**src/rtl/seven_seg_scan_decoder.sv**
```systemverilog
// seven_seg_scan_decoder
//   Watches a multiplexed, active-low 4-digit seven-segment bus.
//   It waits for each scanned digit to settle and decodes it back to a nibble.
//   Once all four digits have been captured, it publishes them as one coherent frame.
//
// Ports
//   clk            system clock
//   reset_n        asynchronous active-low reset
//   anode_signals  [3:0] digit enables, active-low, bit n = digit n (bit 3 leftmost)
//   display_out    [6:0] segments, active-low, {g,f,e,d,c,b,a}
//   digits         [15:0] decoded frame, digit n in [4n+3:4n]
//   blank_mask     [3:0] digit n was captured with every segment off
//   frame_valid    one-cycle pulse when digits/blank_mask update
//   decode_error   one-cycle pulse on an illegal anode or segment pattern
//   stale          no frame completed within TIMEOUT_CYCLES
//
// Build option
//   SEVEN_SEG_HEX_DIGITS_EN  when defined, A b C d E F decode to 4'hA..4'hF;
//                            otherwise those patterns are illegal.
//
// state    | meaning
// IDLE     | blanking interval or rejected anode, waiting for a one-hot-low anode
// SETTLE   | one digit selected, waiting for SETTLE_CYCLES identical samples
// CAPTURED | digit decoded (or rejected), holding until the bus changes

module seven_seg_scan_decoder #(
   parameter int unsigned SETTLE_CYCLES  = 16,
   parameter int unsigned TIMEOUT_CYCLES = 1048576
) (
   input  logic        clk,
   input  logic        reset_n,
   input  logic [3:0]  anode_signals,
   input  logic [6:0]  display_out,
   output logic [15:0] digits,
   output logic [3:0]  blank_mask,
   output logic        frame_valid,
   output logic        decode_error,
   output logic        stale
);

   localparam int SW = $clog2(SETTLE_CYCLES + 1);
   localparam int TW = $clog2(TIMEOUT_CYCLES + 1);
   localparam logic [SW-1:0] SETTLE_MAX  = SW'(SETTLE_CYCLES);
   localparam logic [TW-1:0] TIMEOUT_MAX = TW'(TIMEOUT_CYCLES);

   typedef enum logic [1:0] {IDLE, SETTLE, CAPTURED} state_t;

   state_t        state, state_nxt;
   logic [3:0]    anode_s1, anode_s2;
   logic [6:0]    seg_s1, seg_s2;
   logic          chg;
   logic [SW-1:0] settle_cnt, settle_nxt;
   logic [TW-1:0] tmo_cnt, tmo_nxt;
   logic [3:0]    cap_mask;
   logic [15:0]   shadow;
   logic [3:0]    shadow_blank;
   logic [3:0]    an_low;
   logic          an_idle, an_one;
   logic [1:0]    slot;
   logic [5:0]    dec;
   logic          settled, cap, err, publish;

   // {legal, blank, nibble} from an active-high segment pattern (a = bit 0)
   function automatic logic [5:0] seg_decode(input logic [6:0] seg_ah);
      logic [5:0] r;
      r = 6'b0_0_0000;
      case (seg_ah)
         7'h3F: r = 6'b1_0_0000;
         7'h06: r = 6'b1_0_0001;
         7'h5B: r = 6'b1_0_0010;
         7'h4F: r = 6'b1_0_0011;
         7'h66: r = 6'b1_0_0100;
         7'h6D: r = 6'b1_0_0101;
         7'h7D: r = 6'b1_0_0110;
         7'h07: r = 6'b1_0_0111;
         7'h7F: r = 6'b1_0_1000;
         7'h6F: r = 6'b1_0_1001;
         7'h00: r = 6'b1_1_0000;
`ifdef SEVEN_SEG_HEX_DIGITS_EN
         7'h77: r = 6'b1_0_1010;
         7'h7C: r = 6'b1_0_1011;
         7'h39: r = 6'b1_0_1100;
         7'h5E: r = 6'b1_0_1101;
         7'h79: r = 6'b1_0_1110;
         7'h71: r = 6'b1_0_1111;
`else
`endif
         default: r = 6'b0_0_0000;
      endcase
      return r;
   endfunction

   // chg marks the first cycle a new word sits in the second sync stage, so the
   // settle counter reads 0 exactly while the FSM sees that new word.
   always_ff @(posedge clk or negedge reset_n) begin
      if (!reset_n) begin
         anode_s1   <= 4'hF;
         anode_s2   <= 4'hF;
         seg_s1     <= 7'h7F;
         seg_s2     <= 7'h7F;
         chg        <= 1'b0;
         settle_cnt <= '0;
      end else begin
         anode_s1   <= anode_signals;
         anode_s2   <= anode_s1;
         seg_s1     <= display_out;
         seg_s2     <= seg_s1;
         chg        <= ({anode_s1, seg_s1} != {anode_s2, seg_s2});
         settle_cnt <= ({anode_s1, seg_s1} != {anode_s2, seg_s2}) ? '0 : settle_nxt;
      end
   end

   always_comb begin
      settle_nxt = (settle_cnt == SETTLE_MAX) ? settle_cnt : settle_cnt + SW'(1);
      tmo_nxt    = (tmo_cnt == TIMEOUT_MAX) ? tmo_cnt : tmo_cnt + TW'(1);
      an_low     = ~anode_s2;
      an_idle    = (an_low == 4'b0000);
      an_one     = !an_idle && ((an_low & (an_low - 4'd1)) == 4'b0000);
      dec        = seg_decode(~seg_s2);
      // capture on the edge where the counter reaches SETTLE_CYCLES
      settled    = !chg && (settle_nxt == SETTLE_MAX);
      publish    = (cap_mask == 4'hF);
      slot       = 2'd0;
      case (an_low)
         4'b0010: slot = 2'd1;
         4'b0100: slot = 2'd2;
         4'b1000: slot = 2'd3;
         default: slot = 2'd0;
      endcase
   end

   always_ff @(posedge clk or negedge reset_n) begin
      if (!reset_n) state <= IDLE;
      else          state <= state_nxt;
   end

   always_comb begin
      state_nxt = state;
      cap       = 1'b0;
      err       = 1'b0;
      case (state)
         IDLE: begin
            if (an_one)                state_nxt = SETTLE;
            else if (!an_idle && chg)  err = 1'b1;
         end
         SETTLE: begin
            if (an_idle) begin
               state_nxt = IDLE;
            end else if (!an_one) begin
               err       = 1'b1;
               state_nxt = IDLE;
            end else if (settled) begin
               cap       = dec[5];
               err       = !dec[5];
               state_nxt = CAPTURED;
            end
         end
         CAPTURED: begin
            if (chg) begin
               if (an_idle) begin
                  state_nxt = IDLE;
               end else if (an_one) begin
                  state_nxt = SETTLE;
               end else begin
                  err       = 1'b1;
                  state_nxt = IDLE;
               end
            end
         end
         default: state_nxt = IDLE;
      endcase
   end

   always_ff @(posedge clk or negedge reset_n) begin
      if (!reset_n) begin
         shadow       <= '0;
         shadow_blank <= '0;
         cap_mask     <= '0;
         digits       <= '0;
         blank_mask   <= '0;
         frame_valid  <= 1'b0;
         decode_error <= 1'b0;
         tmo_cnt      <= '0;
         stale        <= 1'b1;
      end else begin
         decode_error <= err;
         frame_valid  <= publish;
         if (cap) begin
            shadow[{slot, 2'b00} +: 4] <= dec[3:0];
            shadow_blank[slot]         <= dec[4];
         end
         if (publish) begin
            digits     <= shadow;
            blank_mask <= shadow_blank;
            // a capture landing on the publish cycle starts the next frame
            cap_mask   <= cap ? (4'b0001 << slot) : 4'b0000;
            tmo_cnt    <= '0;
            stale      <= 1'b0;
         end else begin
            if (cap) cap_mask <= cap_mask | (4'b0001 << slot);
            tmo_cnt <= tmo_nxt;
            if (tmo_nxt == TIMEOUT_MAX) stale <= 1'b1;
         end
      end
   end

endmodule

```
**config.mk**
```make
export PLATFORM = sky130hd
export DESIGN_NAME = seven_seg_scan_decoder
export DESIGN_NICKNAME = d
export VERILOG_FILES = /design/src/rtl/seven_seg_scan_decoder.sv
export SDC_FILE = /design/constraint.sdc
export NUM_CORES = 1
export LEC_CHECK = 0
export ABC_AREA = 0
export CORE_UTILIZATION = 53
export CTS_CLUSTER_SIZE = 40
export DETAILED_ROUTE_END_ITERATION = 12
export GPL_ROUTABILITY_DRIVEN = 0
export PLACE_DENSITY_LB_ADDON = 0.15
export SKIP_CTS_REPAIR_TIMING = 1
export SKIP_LAST_GASP = 1
export SYNTH_ARGS = -nofsm -noshare
export SYNTH_HDL_FRONTEND = slang
export SYNTH_SLANG_ARGS = --single-unit
```
**constraint.sdc**
```tcl
create_clock -name clk -period 2.1 [get_ports clk]
set_input_delay 0.21 -clock clk [delete_from_list [all_inputs] [get_ports clk]]
set_output_delay 0.21 -clock clk [all_outputs]
set_load 0.005 [all_outputs]
```
# Yosys cells after proc, flatten, opt, wreduce, memory -nomap -nowiden
# Index checks and enable logic that the tools add are counted.
dict set report word_totals {
  reg_bits 98
  wordCells 103
  in_bits 13
  output_inout_bits 23
}
dict set report op_classes {
  n_mux 36
  shifts 3
  n_lt_le_gt_ge 2
  addsub 4
  bitwise_logic 4
  n_eq_ne 24
  reduce_logical 14
}
# cell count
set op_table {}
lappend op_table {{one-hot mux 6 bit (11 select lines)} 1}
lappend op_table {{== test 7 bit (second input constant)} 7}
lappend op_table {{== test 21 bit (second input constant)} 2}
lappend op_table {{2-to-1 mux 21 bit} 2}
lappend op_table {{adder 21 x 1 -> 21 bit (second input constant)} 1}
lappend op_table {{2-to-1 mux 1 bit} 17}
lappend op_table {{bitwise mux 16 bit} 1}
lappend op_table {{variable shift 4 x 6 -> 16 bit (first input constant)} 1}
lappend op_table {{variable part select 4 x 6 -> 16 bit} 1}
lappend op_table {{== test 7 x 3 -> 1 bit (second input constant)} 2}
lappend op_table {{2-to-1 mux 4 bit} 3}
lappend op_table {{one-hot mux 2 bit (3 select lines)} 2}
lappend op_table {{!= test 11 bit} 1}
lappend op_table {{== test 5 bit (second input constant)} 2}
lappend op_table {{2-to-1 mux 2 bit} 5}
lappend op_table {{2-to-1 mux 5 bit} 2}
lappend op_table {{== test 4 bit (second input constant)} 2}
lappend op_table {{logical NOT 4 bit} 2}
lappend op_table {{== test 7 x 6 -> 1 bit (second input constant)} 1}
lappend op_table {{logical NOT 7 bit} 1}
lappend op_table {{NOT 7 bit} 1}
lappend op_table {{negation 4 -> 6 bit} 1}
lappend op_table {{adder 5 x 1 -> 5 bit (second input constant)} 1}
lappend op_table {{AND 4 bit} 1}
lappend op_table {{20 further kinds} 27}

# Longest topological paths before layout
dict set report logic_depth {
  ltp_word 10
  mapped_depth 8
}

# Least setup slack after synthesis
# Ideal clock, no wire load.
dict set report synth_path {
  kind {flip-flop to flip-flop}
  start {register seg_s2[0]}
  end {register shadow[10]}
  slack_ns -0.138
  setup_time_ns 0.128
  n_path_buf 1
  path_stages_with_launch 8
  arrival_ns 2.110
  period_less_slack_ns 2.238
  required_ns 1.972
  cell_sequence {dfstp_2 -> buf_2 -> or3b_1 -> a211o_1 -> a21o_1 -> o211ai_2 -> nand3_1 -> mux2_1}
}
dict set report synth_via {
  elab_chain_len 7
}
# item line
set synth_lines {}
lappend synth_lines {{from (decl)} 50} ;# logic [6:0] seg_s1, seg_s2;
lappend synth_lines {{from (signal assigned)} 107} ;# seg_s2 <= seg_s1;
lappend synth_lines {{NOT 7 bit (*)} 119} ;# dec = seg_decode(~seg_s2);
lappend synth_lines {{== test 7 bit, or another cell as far along} 67} ;# case (seg_ah)
lappend synth_lines {{one-hot mux 6 bit (11 select lines) (*)} 67}
lappend synth_lines {{2-to-1 mux 1 bit} 152} ;# end else if (settled) begin
lappend synth_lines {{2-to-1 mux 1 bit} 149} ;# end else if (!an_one) begin
lappend synth_lines {{2-to-1 mux 1 bit} 147} ;# if (an_idle) begin
lappend synth_lines {{2-to-1 mux 1 bit} 141} ;# case (state)
lappend synth_lines {{to (signal, indexed assignment)} 189} ;# shadow[{slot, 2'b00} +: 4] <= dec[3:0];
lappend synth_lines {{to (decl)} 55} ;# logic [15:0] shadow;
# Mark *: on every way between the ends. The rest lies on a longest branch, timed or not.
# A chain may end at the register's enable or synchronous reset.

# Worst setup path in the final report
dict set report layout_path {
  start {register seg_s2[0]}
  end {register shadow[0]}
}
# Same word-level chain as after synthesis.

==> impl_metrics.yaml <==
timing:
  worst_pin_slew_ns: 0.460
  finalCritPeriodShare: 1.05
  max_freq_mhz: 452
  slew_headroom: 0.689
  layout_setup_ws_ns: -0.114
  rsz0062_at_grt: "yes"
  hold_violations: 0
  finalMaxSlewViolations: 0
  hold_slack_ns: 0.248
  fin_crit_ns: 2.21
  setup_violations: 21
  worst_clock_skew_ns: 0.0101
cells_and_area:
  final_util: 0.695
  nets: 580
  area_growth_pct: 27.1
  drive_gt1_frac: 0.266
  finalNonFillerCells: 669
  antennaDiodeCount: 0
worst_setup_path:
  slowest_stage: "dfstp_2"
  worst_setup_path_end_kind: "flip-flop"
  max_stage_delay_ns: 0.53
  cp-start-kind: "flip-flop"
  path_class: "flip-flop to flip-flop"
  crit_required_ns: 2.34
  cp.buffers_inverters: 1
  path_max_fanout: 8
  arrival_ns: 2.46
  crit_family: "compound AO/OA/AOI/OAI gates"
  crit_path_cell_trace: "or3b_1, a211o_1, a21o_1, o211ai_4, buf_12, nand3_4, mux2_4"
pwr:
  powerDensity_nw_per_um2: 581
  vdd_drop_max_mv: 0.370
  power_mw: 3.52
  total_leakage_power_nw: 2.83
yosys:
  synth_cell_types: 64
  avgSynthCellArea_sq_um: 10.0
  yosys_warnings: 0
  syn_inst: 475
  synth-seq-area-share: 0.520
  netlist_area_sq_um: 4770
  async_flop_share: 1.00
  synth_edf_count: 0
  synth_ff_type: "dfrtp_1"
  synth_fp_nets: 499
  ys_ff_latch: 98
routing:
  totalWireLength_um: 9980
  drc_errors: 0
  wire_per_inst_um: 14.9
  antenna_left: 0
  drt_iter0_markers: 147
  firstDrtPassIters: 4
  viasPerCell: 5.40
  vias: 3612
global_route:
  grt_max_degree: 42
  antenna_found_initial: 0
  first_global_vias: 3725
  grt_first_pass_wirelength_um: 17400
  grt.total_usage: 0.228
  grt_overflow_total: 0
floorplanning:
  coreArea_sq_um: 8720
  dieWidth_um: 96.9
  die_y_um: 96.9
  die_area_sq_um: 9390
  rows: 34
  initial_utilization: 0.547
  io_pins: 36
clocking:
  cts_num_sinks: 98
  htree_levels: 3
  cts_tree: "done"
  cts_root_buf: "clkbuf_8"
  path_clk_slew_ns: 0.09
  clock_path_buffers: 2
  clk_latency_ns: 0.36
  cts_buffers: 9
status:
  status: "finished with violations"
  failed_checks: "setup timing"
run:
  maxCapViolCount: 0
placed_design:
  hpwl_um: 6990
  dp.cells: 648
  port_buffers: 35
min_path:
  hp-class: "input port to flip-flop"
## registers in the layout, indices dropped and copies added (netlist names), 4 cells and up
| name | flops |
|---|---|
| anode_s1 | 4 |
| anode_s2 | 4 |
| blank_mask | 4 |
| cap_mask | 4 |
| digits | 16 |
| seg_s1 | 7 |
| seg_s2 | 7 |
| settle_cnt | 5 |
| shadow | 16 |
| shadow_blank | 4 |
| tmo_cnt | 21 |
## final timing paths
kind                                   from          end  slack [ns]  depth (start not counted)
max                               seg_s2[0]    shadow[0]       -0.11                          7
min                        anode_signals[0]  anode_s1[0]        0.25                          1
max reg2reg                       seg_s2[0]    shadow[0]       -0.11                          7
min reg2reg                       seg_s1[5]    seg_s2[5]        0.37                          0
max in group asynchronous           reset_n    seg_s1[2]        1.06                          3
min in group asynchronous           reset_n  tmo_cnt[13]        0.34                          2
## cells by family (layout without fill, tap and decap cells)
kind of cell	Yosys count	count (layout)	share of synthesized area
adders and majority gates	12	12	0.0309
DFF	98	98	0.520
buffers and inverters	36	122	0.0312
xor gates and xnor gates	38	38	0.0697
AOI/OAI and AO/OA	41	41	0.0614
muxes	24	24	0.0558
and+or+nand+nor	226	226	0.231
## cells in the mapped netlist, types with 2 or more instances
library cell | n | area (sq um)
buf_2 | 5 | 25.0
nand3_1 | 21 | 105
nand2b_1 | 2 | 12.5
and2_1 | 2 | 12.5
a31oi_1 | 2 | 12.5
and3_2 | 2 | 15.0
and4_1 | 2 | 17.5
nor4_1 | 7 | 43.8
o211ai_1 | 4 | 30.0
inv_1 | 12 | 45.0
nor3_1 | 10 | 50.1
a21o_1 | 4 | 30.0
mux2_2 | 5 | 56.3
a21oi_1 | 9 | 45.0
nor2_1 | 50 | 188
a22oi_1 | 2 | 15.0
ha_1 | 11 | 138
mux2i_1 | 3 | 30.0
and3_1 | 4 | 25.0
or3_1 | 5 | 31.3
buf_1 | 2 | 7.51
or2_2 | 2 | 12.5
dfrtp_1 | 75 | 1880
a211oi_1 | 2 | 15.0
a41oi_1 | 2 | 17.5
nand2_1 | 91 | 342
dfstp_2 | 23 | 604
o21ai_0 | 5 | 25.0
xnor2_1 | 14 | 123
xor2_1 | 24 | 210
mux2_1 | 16 | 180
nor2b_1 | 3 | 18.8
nand4_1 | 9 | 56.3
clkbuf_1 | 15 | 56.3
## cell type report
type                       instances  area (sq um)
fill                             689          2660
sequential                        98          2480
multi-input combinational        341          2360
timing repair buffer              93           818
tap                              108           135
clock buffer                       9           124
clock inverter                     7          98.8
inverter                          13          48.8
## metrics by stage
step | TNS [ns] | setup slack [ns] | instance area, sq um
after floorplan | -1.86 | -0.108 | 4820
after global placement | -1.39 | -0.103 | 5610
after detailed placement | -3.28 | -0.225 | 5610
after CTS | -3.62 | -0.233 | 5830
after global routing | -3.26 | -0.192 | 6060
final | -1.49 | -0.114 | 6060
## cell usage in the layout, fill, tap and decap left out, types with 3 or more instances in the layout
master,n
nand4_1,9
o21ai_0,5
nor4_1,6
dfrtp_1,75
xnor2_1,14
mux2_4,14
nand3_1,15
a21o_1,4
mux2_1,3
or3_1,4
clkbuf_8,9
nor3_1,9
a21oi_1,8
dfstp_2,23
mux2i_1,3
inv_6,3
o211ai_1,4
nand2_1,91
nor2_1,49
xor2_1,23
clkdlybuf4s50_1,34
and3_1,4
nand3_4,3
buf_4,54
mux2_2,4
inv_1,11
ha_1,9
nor2b_1,3
nand3_2,4
## where the power goes
group	internal, mW	switching (mW)	leakage, nW
Clock	0.682	0.665	0.111
Sequential	1.93	0.0330	1.27
Combinational	0.103	0.111	1.45
Total	2.71	0.810	2.83
## per-layer routing
layer,share of wire,GRT usage,vias up
met5,0,0,-
met4,0.015,0.0608,0
met3,0.025,0.0397,12
met2,0.48,0.381,69
met1,0.48,0.309,1764
li1,-,-,1767
Note: power is estimated with default switching activity, not from simulation.
